$ cat src/rtl/auto_player.sv
`default_nettype none
// ============================================================================
// Module      : auto_player
// Description : Autoplayer for the LED ping-pong game. It starts a game,
//               follows the ball and presses CHANGE near the walls.
// Revision    : 1.0 - initial release
// ============================================================================
module auto_player #(
    parameter int PRESS_CYC = 50000,
    parameter int GAP_CYC   = 50000,
    parameter int MARGIN    = 1
) (
    input  logic        CLK,
    input  logic        RESET,
    input  logic        EN,
    input  logic [17:0] LEDR,
    output logic        ENTER_N,
    output logic        CHANGE_N,
    output logic        STOP_N,
    output logic        ACTIVE,
    output logic [7:0]  PRESSES
);

    localparam logic [17:0] START_PATTERN = 18'h20201;
    localparam logic [19:0] PRESS_LOAD    = 20'(PRESS_CYC - 1);
    localparam logic [19:0] GAP_LOAD      = 20'(GAP_CYC - 1);
    localparam logic [3:0]  TOP_POS       = 4'(15 - MARGIN);
    localparam logic [3:0]  BOT_POS       = 4'(MARGIN);

    typedef enum logic [2:0] {
        S_IDLE  = 3'd0,
        S_START = 3'd1,
        S_TRACK = 3'd2,
        S_PRESS = 3'd3,
        S_GAP   = 3'd4,
        S_DONE  = 3'd5
    } state_t;

    typedef enum logic [1:0] {
        DIR_UNKNOWN = 2'd0,
        DIR_UP      = 2'd1,
        DIR_DOWN    = 2'd2
    } dir_t;

    state_t      state;
    state_t      state_nxt;
    dir_t        dir;
    dir_t        dir_nxt;
    logic [17:0] led_q;
    logic [3:0]  pos;
    logic [3:0]  last_pos;
    logic        known;
    logic        armed;
    logic        armed_nxt;
    logic        pos_valid;
    logic        moved;
    logic        press_req;
    logic        game_over;
    logic        new_game;
    logic        start_entry;
    logic        press_entry;
    logic [19:0] cnt;
    logic [19:0] cnt_nxt;

    always_comb begin
        pos = 4'd0;
        for (int i = 0; i < 16; i++) begin
            if (led_q[i+1]) begin
                pos = 4'(i);
            end
        end
        pos_valid = $onehot(led_q[16:1]);
    end

    // Ball tracking runs in every state so direction is already known when a
    // press window opens; 5-bit compares keep 15->0 from reading as a step.
    always_comb begin
        moved   = pos_valid && (!known || (pos != last_pos));
        dir_nxt = dir;
        if (moved) begin
            if (known && ({1'b0, pos} == {1'b0, last_pos} + 5'd1)) begin
                dir_nxt = DIR_UP;
            end else if (known && ({1'b0, pos} + 5'd1 == {1'b0, last_pos})) begin
                dir_nxt = DIR_DOWN;
            end else begin
                dir_nxt = DIR_UNKNOWN;
            end
        end
        armed_nxt = armed | moved;
        press_req = pos_valid && armed_nxt &&
                    (((pos == TOP_POS) && (dir_nxt == DIR_UP)) ||
                     ((pos == BOT_POS) && (dir_nxt == DIR_DOWN)));
        game_over = led_q[1] | led_q[16];
        new_game  = (led_q == START_PATTERN);
    end

    always_comb begin
        state_nxt = state;
        cnt_nxt   = (cnt != 20'd0) ? cnt - 20'd1 : 20'd0;
        if (!EN) begin
            state_nxt = S_IDLE;
            cnt_nxt   = 20'd0;
        end else begin
            case (state)
                S_IDLE: begin
                    if (new_game) begin
                        state_nxt = S_START;
                        cnt_nxt   = PRESS_LOAD;
                    end
                end
                S_START: begin
                    if (cnt == 20'd0) begin
                        state_nxt = S_GAP;
                        cnt_nxt   = GAP_LOAD;
                    end
                end
                S_TRACK: begin
                    if (game_over) begin
                        state_nxt = S_DONE;
                        cnt_nxt   = 20'd0;
                    end else if (press_req) begin
                        state_nxt = S_PRESS;
                        cnt_nxt   = PRESS_LOAD;
                    end
                end
                S_PRESS: begin
                    if (game_over) begin
                        state_nxt = S_DONE;
                        cnt_nxt   = 20'd0;
                    end else if (cnt == 20'd0) begin
                        state_nxt = S_GAP;
                        cnt_nxt   = GAP_LOAD;
                    end
                end
                S_GAP: begin
                    if (game_over) begin
                        state_nxt = S_DONE;
                        cnt_nxt   = 20'd0;
                    end else if (cnt == 20'd0) begin
                        state_nxt = S_TRACK;
                    end
                end
                S_DONE: begin
                    if (new_game) begin
                        state_nxt = S_IDLE;
                    end
                end
                default: begin
                    state_nxt = S_IDLE;
                    cnt_nxt   = 20'd0;
                end
            endcase
        end
        start_entry = (state != S_START) && (state_nxt == S_START);
        press_entry = (state != S_PRESS) && (state_nxt == S_PRESS);
    end

    // Key outputs are registered from the next state so they never glitch.
    always_ff @(posedge CLK or negedge RESET) begin
        if (!RESET) begin
            state    <= S_IDLE;
            cnt      <= 20'd0;
            led_q    <= 18'd0;
            last_pos <= 4'd0;
            known    <= 1'b0;
            dir      <= DIR_UNKNOWN;
            armed    <= 1'b0;
            PRESSES  <= 8'd0;
            ENTER_N  <= 1'b1;
            CHANGE_N <= 1'b1;
            ACTIVE   <= 1'b0;
        end else begin
            state <= state_nxt;
            cnt   <= cnt_nxt;
            led_q <= LEDR;
            if (pos_valid) begin
                last_pos <= pos;
                known    <= 1'b1;
            end
            dir   <= start_entry ? DIR_UNKNOWN : dir_nxt;
            armed <= press_entry ? 1'b0 : armed_nxt;
            if (start_entry) begin
                PRESSES <= 8'd0;
            end else if (press_entry && (PRESSES != 8'hFF)) begin
                PRESSES <= PRESSES + 8'd1;
            end
            ENTER_N  <= (state_nxt != S_START);
            CHANGE_N <= (state_nxt != S_PRESS);
            ACTIVE   <= (state_nxt inside {S_START, S_TRACK, S_PRESS, S_GAP});
        end
    end

    assign STOP_N = 1'b1;

endmodule
`default_nettype wire

$ cat config.mk
export PLATFORM = sky130hd
export DESIGN_NAME = auto_player
export DESIGN_NICKNAME = d
export VERILOG_FILES = /design/src/rtl/auto_player.sv
export SDC_FILE = /design/constraint.sdc
export NUM_CORES = 1
export LEC_CHECK = 0
export CORE_MARGIN = 10
export CORE_UTILIZATION = 45
export DETAILED_ROUTE_END_ITERATION = 10
export DONT_BUFFER_PORTS = 1
export PLACE_DENSITY_LB_ADDON = 0.15
export SLEW_MARGIN = 15
export SYNTH_ARGS = -nofsm -noshare
export SYNTH_HDL_FRONTEND = slang
export SYNTH_SLANG_ARGS = --single-unit
$ cat constraint.sdc
create_clock -name CLK -period 7.52 [get_ports CLK]
set_clock_uncertainty 0.1 [all_clocks]
set_input_delay 1.128 -clock CLK [delete_from_list [all_inputs] [get_ports CLK]]
set_output_delay 1.128 -clock CLK [all_outputs]
set_load 0.01 [all_outputs]
==> flow_summary.ini, run 1 <==
[timing]
setup_violations = 0
hold_viol = 0
drv_slew = 0
max_freq_mhz = 177
relSlewSlack = 0.465
min_period_over_period = 0.751
rsz0062_at_grt = false
finalSetupTns_ps = 0
layout_setup_ws_ps = 1870
worst_pin_slew_ps = 782
min_period_ps = 5650

[placed_design]
place_ws_ps = 1890
dpl.cell_count = 501
dpl.hpwl_um = 6340
portBuffers = 0
gp_congestion = 0.865

[drt]
dr_wl_met2_um = 3910
drc = 0
wl_per_cell_um = 16.7
drt_iter0_drc = 230
avgViaCountPerCell = 5.83
wl_met1_um = 4100
final_antenna_net_count = 0
first_pass_iters = 4
via_count = 3013
wirelength_um = 8650
top_layer = met4
wl_met3_um = 470

[synthesis]
ys_seq_elements = 60
synth_fa_ha_area_frac = 0.0886
seq_area_frac_synth = 0.394
synth.avg_cell_area_um2 = 9.23
synth_top_family_by_area = simple AND/OR/NAND/NOR gates
synth_cell_types = 73
synthesis.nets = 455
async_flop_share = 1.00
yosys_most_used_dff = dfrtp_1
synth_edf_count = 0
synth.top_cells.by_count = 58 x dfrtp_1, 36 x a21oi_1, 35 x nor2_1
yosys.area.top_type = dfrtp_1
synth-compound-area-share = 0.177
yosysTopAreaCellShare = 0.381
synth_xor_area_frac = 0.0482
syn-instance-count = 413
muxShareOfSynthArea = 0.00820
yosysMostFrequentCell = dfrtp_1
ys_warn_count = 0
syn_area_um2 = 3810
ys_top_cells_by_area = dfrtp_1 38%, fa_1 5.2%, a21oi_1 4.7%
synthSimpleGateAreaFrac = 0.232

[clocking]
cts_buffers = 9
h-tree-depth = 3
cts_tree = done
clock_sink_count = 60
cts_hold_buffers = 0
clkTransAtPathRegs_ps = 80
post_cts_buffers = 0
clk_path_buf_depth = 2
cts_resized = 0
clk_latency_ps = 350
root_buffer = clkbuf_8

[pwr]
p_leak_nw = 1.70
p_per_area_nw_per_um2 = 334
max-vdd-ir-drop_v = 0.000132

[status]
status = completed

[cells_and_area]
area_delta_synth_final_pct = 6.79
fillers = 780
post-route-util = 0.496
drive_gt1_frac = 0.0995
final_nets = 449
diodes = 0
finalNonFillerCells = 517

[worst_setup_path]
startpoint_type = register
critPathKind = reg2reg
worstRegToRegCells = 22
crit_arrival_ps = 5770
critPathMaxFanout = 12
end_kind = register
required_ps = 7640

[die]
initial_utilization = 0.464
coreArea_um2 = 8220
fp-row-count = 33
io_pins = 33
die_area_um2 = 12600
die_h_um = 112
die_x_um = 112

[global_route]
grtUsageTotal = 0.139
grt_start_max_net_pins = 61
grt_pass1_wl_um = 14700
antenna_found_initial = 0
grt_pass1_vias = 2935
grt.overflow.total = 0

[run]
maxCapViolations = 0

[worst_hold_path]
hold_class = in2async
==> metal layers <==
metal,up-vias,GRT usage
li1,1468,-
met1,1464,0.184
met2,68,0.210
met3,13,0.0415
met4,0,0.0541
met5,-,0
==> cell usage in the layout (no fill, tap or decap), drive strengths merged, types with 4 or more instances in the layout <==
master	n
nor3	16
nor4	11
clkbuf	12
xor2	5
and2	6
nor2	35
o31a	5
fa	10
xnor2	16
nand3	10
or3	9
inv	29
a31oi	4
or4	12
dfrtp	58
o21ai	14
ha	11
or2	10
o31ai	5
and3	6
nor3b	4
a21oi	36
nand2b	7
nand2	26
==> sequential cells by signal, indices dropped and copies added, names as in the netlist <==
name / flops
armed: 1
cnt: 20
CHANGE_N: 1
led_q: 18
known: 1
last_pos: 4
ACTIVE: 1
ENTER_N: 1
state: 3
PRESSES: 8
dir: 2
==> metrics by stage <==
stage | instance area (µm²) | power (mW) | hold WS, ps
6_report | 4070 | 1.36 | 368
5_1_grt | 4070 | 1.48 | 341
4_1_cts | 4070 | 1.37 | 353
3_5_place_dp | 3870 | 1.06 | 410
3_3_place_gp | 3870 | 1.04 | 419
2_1_floorplan | 3810 | 0.948 | 375
==> critical path, cell delays in order, from the launching register on <==
cell and delay, ps:
dfrtp_1 500, fa_1 530, inv_1 50, fa_1 470, inv_1 50, fa_1 470, inv_1 50, fa_1 420
inv_1 60, ha_1 150, inv_1 50, fa_1 380, nor2_1 120, nand3_1 80, a21oi_1 150, buf_4 210
and2_1 180, o2111ai_1 110, o2bb2ai_1 320, nand4b_1 210, and3_4 240, or4b_1 500, o311ai_0 120
==> path summary, 6_finish.rpt <==
kind | startpoint | to | slack (ps)
hold / removal | RESET | cnt[17] | 370
max in group asynchronous | RESET | ENTER_N | 6730
setup / recovery | led_q[16] | PRESSES[2] | 1870
setup reg to reg | led_q[16] | PRESSES[2] | 1870
min in group CLK | armed | armed | 440
hold reg to reg | armed | armed | 440
==> cell type report <==
type / instances / area (µm²) / area share
multi-input combinational: 306 / 2120 / 0.520
sequential: 60 / 1500 / 0.369
clock buffer: 12 / 155 / 0.0381
tap: 105 / 131 / 0.0323
inverter: 29 / 109 / 0.0267
clock inverter: 4 / 47.5 / 0.0117
timing repair buffer: 1 / 7.51 / 0.00184
==> cell families (layout without fill, tap and decap cells) <==
logic type      count (synthesis)  count (layout)
compound gates                 99              99
xor+xnor                       21              21
fa+ha+maj                      21              21
buf+inv                        47              46
flops                          60              60
mux                             3               3
other cells                     1               1
simple gates                  161             161
==> power breakdown <==
part	internal [mW]	switching [mW]
logic	0.268	0.323
registers	0.390	0.0744
clock network	0.170	0.136
total	0.828	0.534
No activity file was read; power rests on OpenSTA's default activity.
==> run 2: changes to the inputs <==
==> constraint.sdc (replaced) <==
create_clock -name CLK -period 5.9 [get_ports CLK]
set_clock_uncertainty 0.1 [all_clocks]
set_input_delay 0.885 -clock CLK [delete_from_list [all_inputs] [get_ports CLK]]
set_output_delay 0.885 -clock CLK [all_outputs]
set_load 0.01 [all_outputs]
==> flow_summary.ini, run 2 (synthesis gave the netlist of run 1 again) <==
[cells_and_area]
regMostFlops = cnt
reg.largest.list = cnt (20), led_q (18), PRESSES (8)
drive_gt1_frac = 0.109
final_nets = 450
largest_reg_flops = 20
fillers = 768
layout_commonest_cell = dfrtp_1
most-common-layout-cells = 58 x dfrtp_1, 35 x a21oi_1, 35 x nor2_1
stdcell_area_um2 = 4100
area_delta_synth_final_pct = 7.38
diodes = 0

[timing]
max_freq_mhz = 180
setup_violations = 0
hold_viol = 0
min_period_over_period = 0.939
rsz0062_at_grt = false
worst_pin_slew_ps = 746
drv_slew = 0
relSlewSlack = 0.490
min_period_ps = 5540
finalSetupTns_ps = 0

[clocking]
clock_sink_count = 60
cts_hold_buffers = 0
cts_tree = done
root_buffer = clkbuf_8
clk_latency_ps = 330
clkTransAtPathRegs_ps = 80
clk_path_buf_depth = 2
h-tree-depth = 3
cts_resized = 0
post_cts_buffers = 0
cts_buffers = 9

[placed_design]
gp_congestion = 0.858
dpl_cell_area_um2 = 3880
portBuffers = 0
dpl.hpwl_um = 6250

[die]
die_area_um2 = 12600
io_pins = 33
die_x_um = 112
die_h_um = 112
fp-row-count = 33
coreArea_um2 = 8220
initial_utilization = 0.464

[global_route]
grtUsageTotal = 0.137
grt_pass1_vias = 2996
antenna_found_initial = 0
grt_start_max_net_pins = 61
grt.overflow.total = 0
grt_pass1_wl_um = 14600

[drt]
first_pass_iters = 4
wl_per_cell_um = 16.3
final_antenna_net_count = 0
via_count = 3023
drc = 0
wirelength_um = 8450
drt_iter0_drc = 231
avgViaCountPerCell = 5.84

[worst_setup_path]
worstReg2RegEnd = PRESSES[2]
critPathMaxFanout = 11
worstRegToRegCells = 19
reg2reg_from = led_q[14]
required_ps = 6010
critPathKind = reg2reg
startpoint_type = register
crit_arrival_ps = 5650
r2r_setup_slack_ps = 360
end_kind = register

[run]
maxCapViolations = 0

[pwr]
max-vdd-ir-drop_v = 0.000253
total_power_mw = 1.73
p_leak_nw = 1.70
p_per_area_nw_per_um2 = 424

[worst_hold_path]
hold_class = in2async

[status]
status = completed
run 2: routing by layer:
| metal | vias up | global-route usage | routed length (µm) |
|---|---|---|---|
| li1 | 1477 | - | - |
| met3 | 13 | 0.0415 | 470 |
| met1 | 1471 | 0.182 | 4070 |
| met5 | - | 0 | 0 |
| met4 | 0 | 0.0431 | 131 |
| met2 | 62 | 0.209 | 3790 |
run 2: area by class of cell:
cell class	instances	area [µm²]	share of cell area
well taps	105	131	0.0321
inverters	29	109	0.0266
flip-flops and latches	60	1500	0.367
multi-input cells	306	2140	0.522
clock inverters	7	76.3	0.0186
clock buffers	9	124	0.0302
repair buffers	2	15.0	0.00367
run 2: worst max-delay path by stage:
| stage | start | to | slack (ps) | cells after the start |
|---|---|---|---|---|
| after detailed placement | led_q[12] | PRESSES[7] | 150 | 19 |
| final | led_q[14] | PRESSES[2] | 360 | 19 |
| after floorplan | led_q[12] | PRESSES[4] | 310 | 20 |
| after global placement | led_q[12] | ENTER_N | 300 | 19 |
| after CTS | led_q[12] | PRESSES[2] | 140 | 19 |
| after global routing | led_q[14] | PRESSES[2] | 40 | 20 |
run 2: power breakdown:
group          leakage, nW  total [mW]  internal [mW]  switching, mW
Clock               0.0958       0.376          0.197          0.179
Sequential           0.751       0.592          0.497         0.0956
Combinational        0.850       0.767          0.347          0.419
run 2: worst max-delay path, cell delays in order, from the launching register on:
cell,delay [ps]
dfrtp_1,460
fa_1,520
inv_1,50
fa_1,470
inv_1,50
fa_1,470
inv_1,50
fa_1,430
inv_1,60
ha_1,160
inv_1,60
fa_1,480
nand4bb_1,160
a21oi_4,230
and2_1,190
a32oi_2,160
or4_4,460
and3_4,230
or4b_1,510
o311ai_0,120
run 2: metrics by stage:
stage           util  worst slack, ps  hold slack (ps)  cells
6_report       0.498              357              143    518
3_3_place_gp   0.472              303              420    502
5_1_grt        0.498             37.3              119    518
3_5_place_dp   0.472              152              411    502
2_1_floorplan      -              310              375    413
4_1_cts        0.496              144              131    518
==> run 3: changes to the inputs <==
--- a/config.mk
+++ b/config.mk
@@ -7,6 +7,7 @@
 export LEC_CHECK = 0
 export CORE_MARGIN = 10
 export CORE_UTILIZATION = 45
+export CTS_CLUSTER_DIAMETER = 100
 export DETAILED_ROUTE_END_ITERATION = 10
 export DONT_BUFFER_PORTS = 1
 export PLACE_DENSITY_LB_ADDON = 0.15
==> results of run 3 <==
Final layout, timing and power as in run 2 (identical DEF).
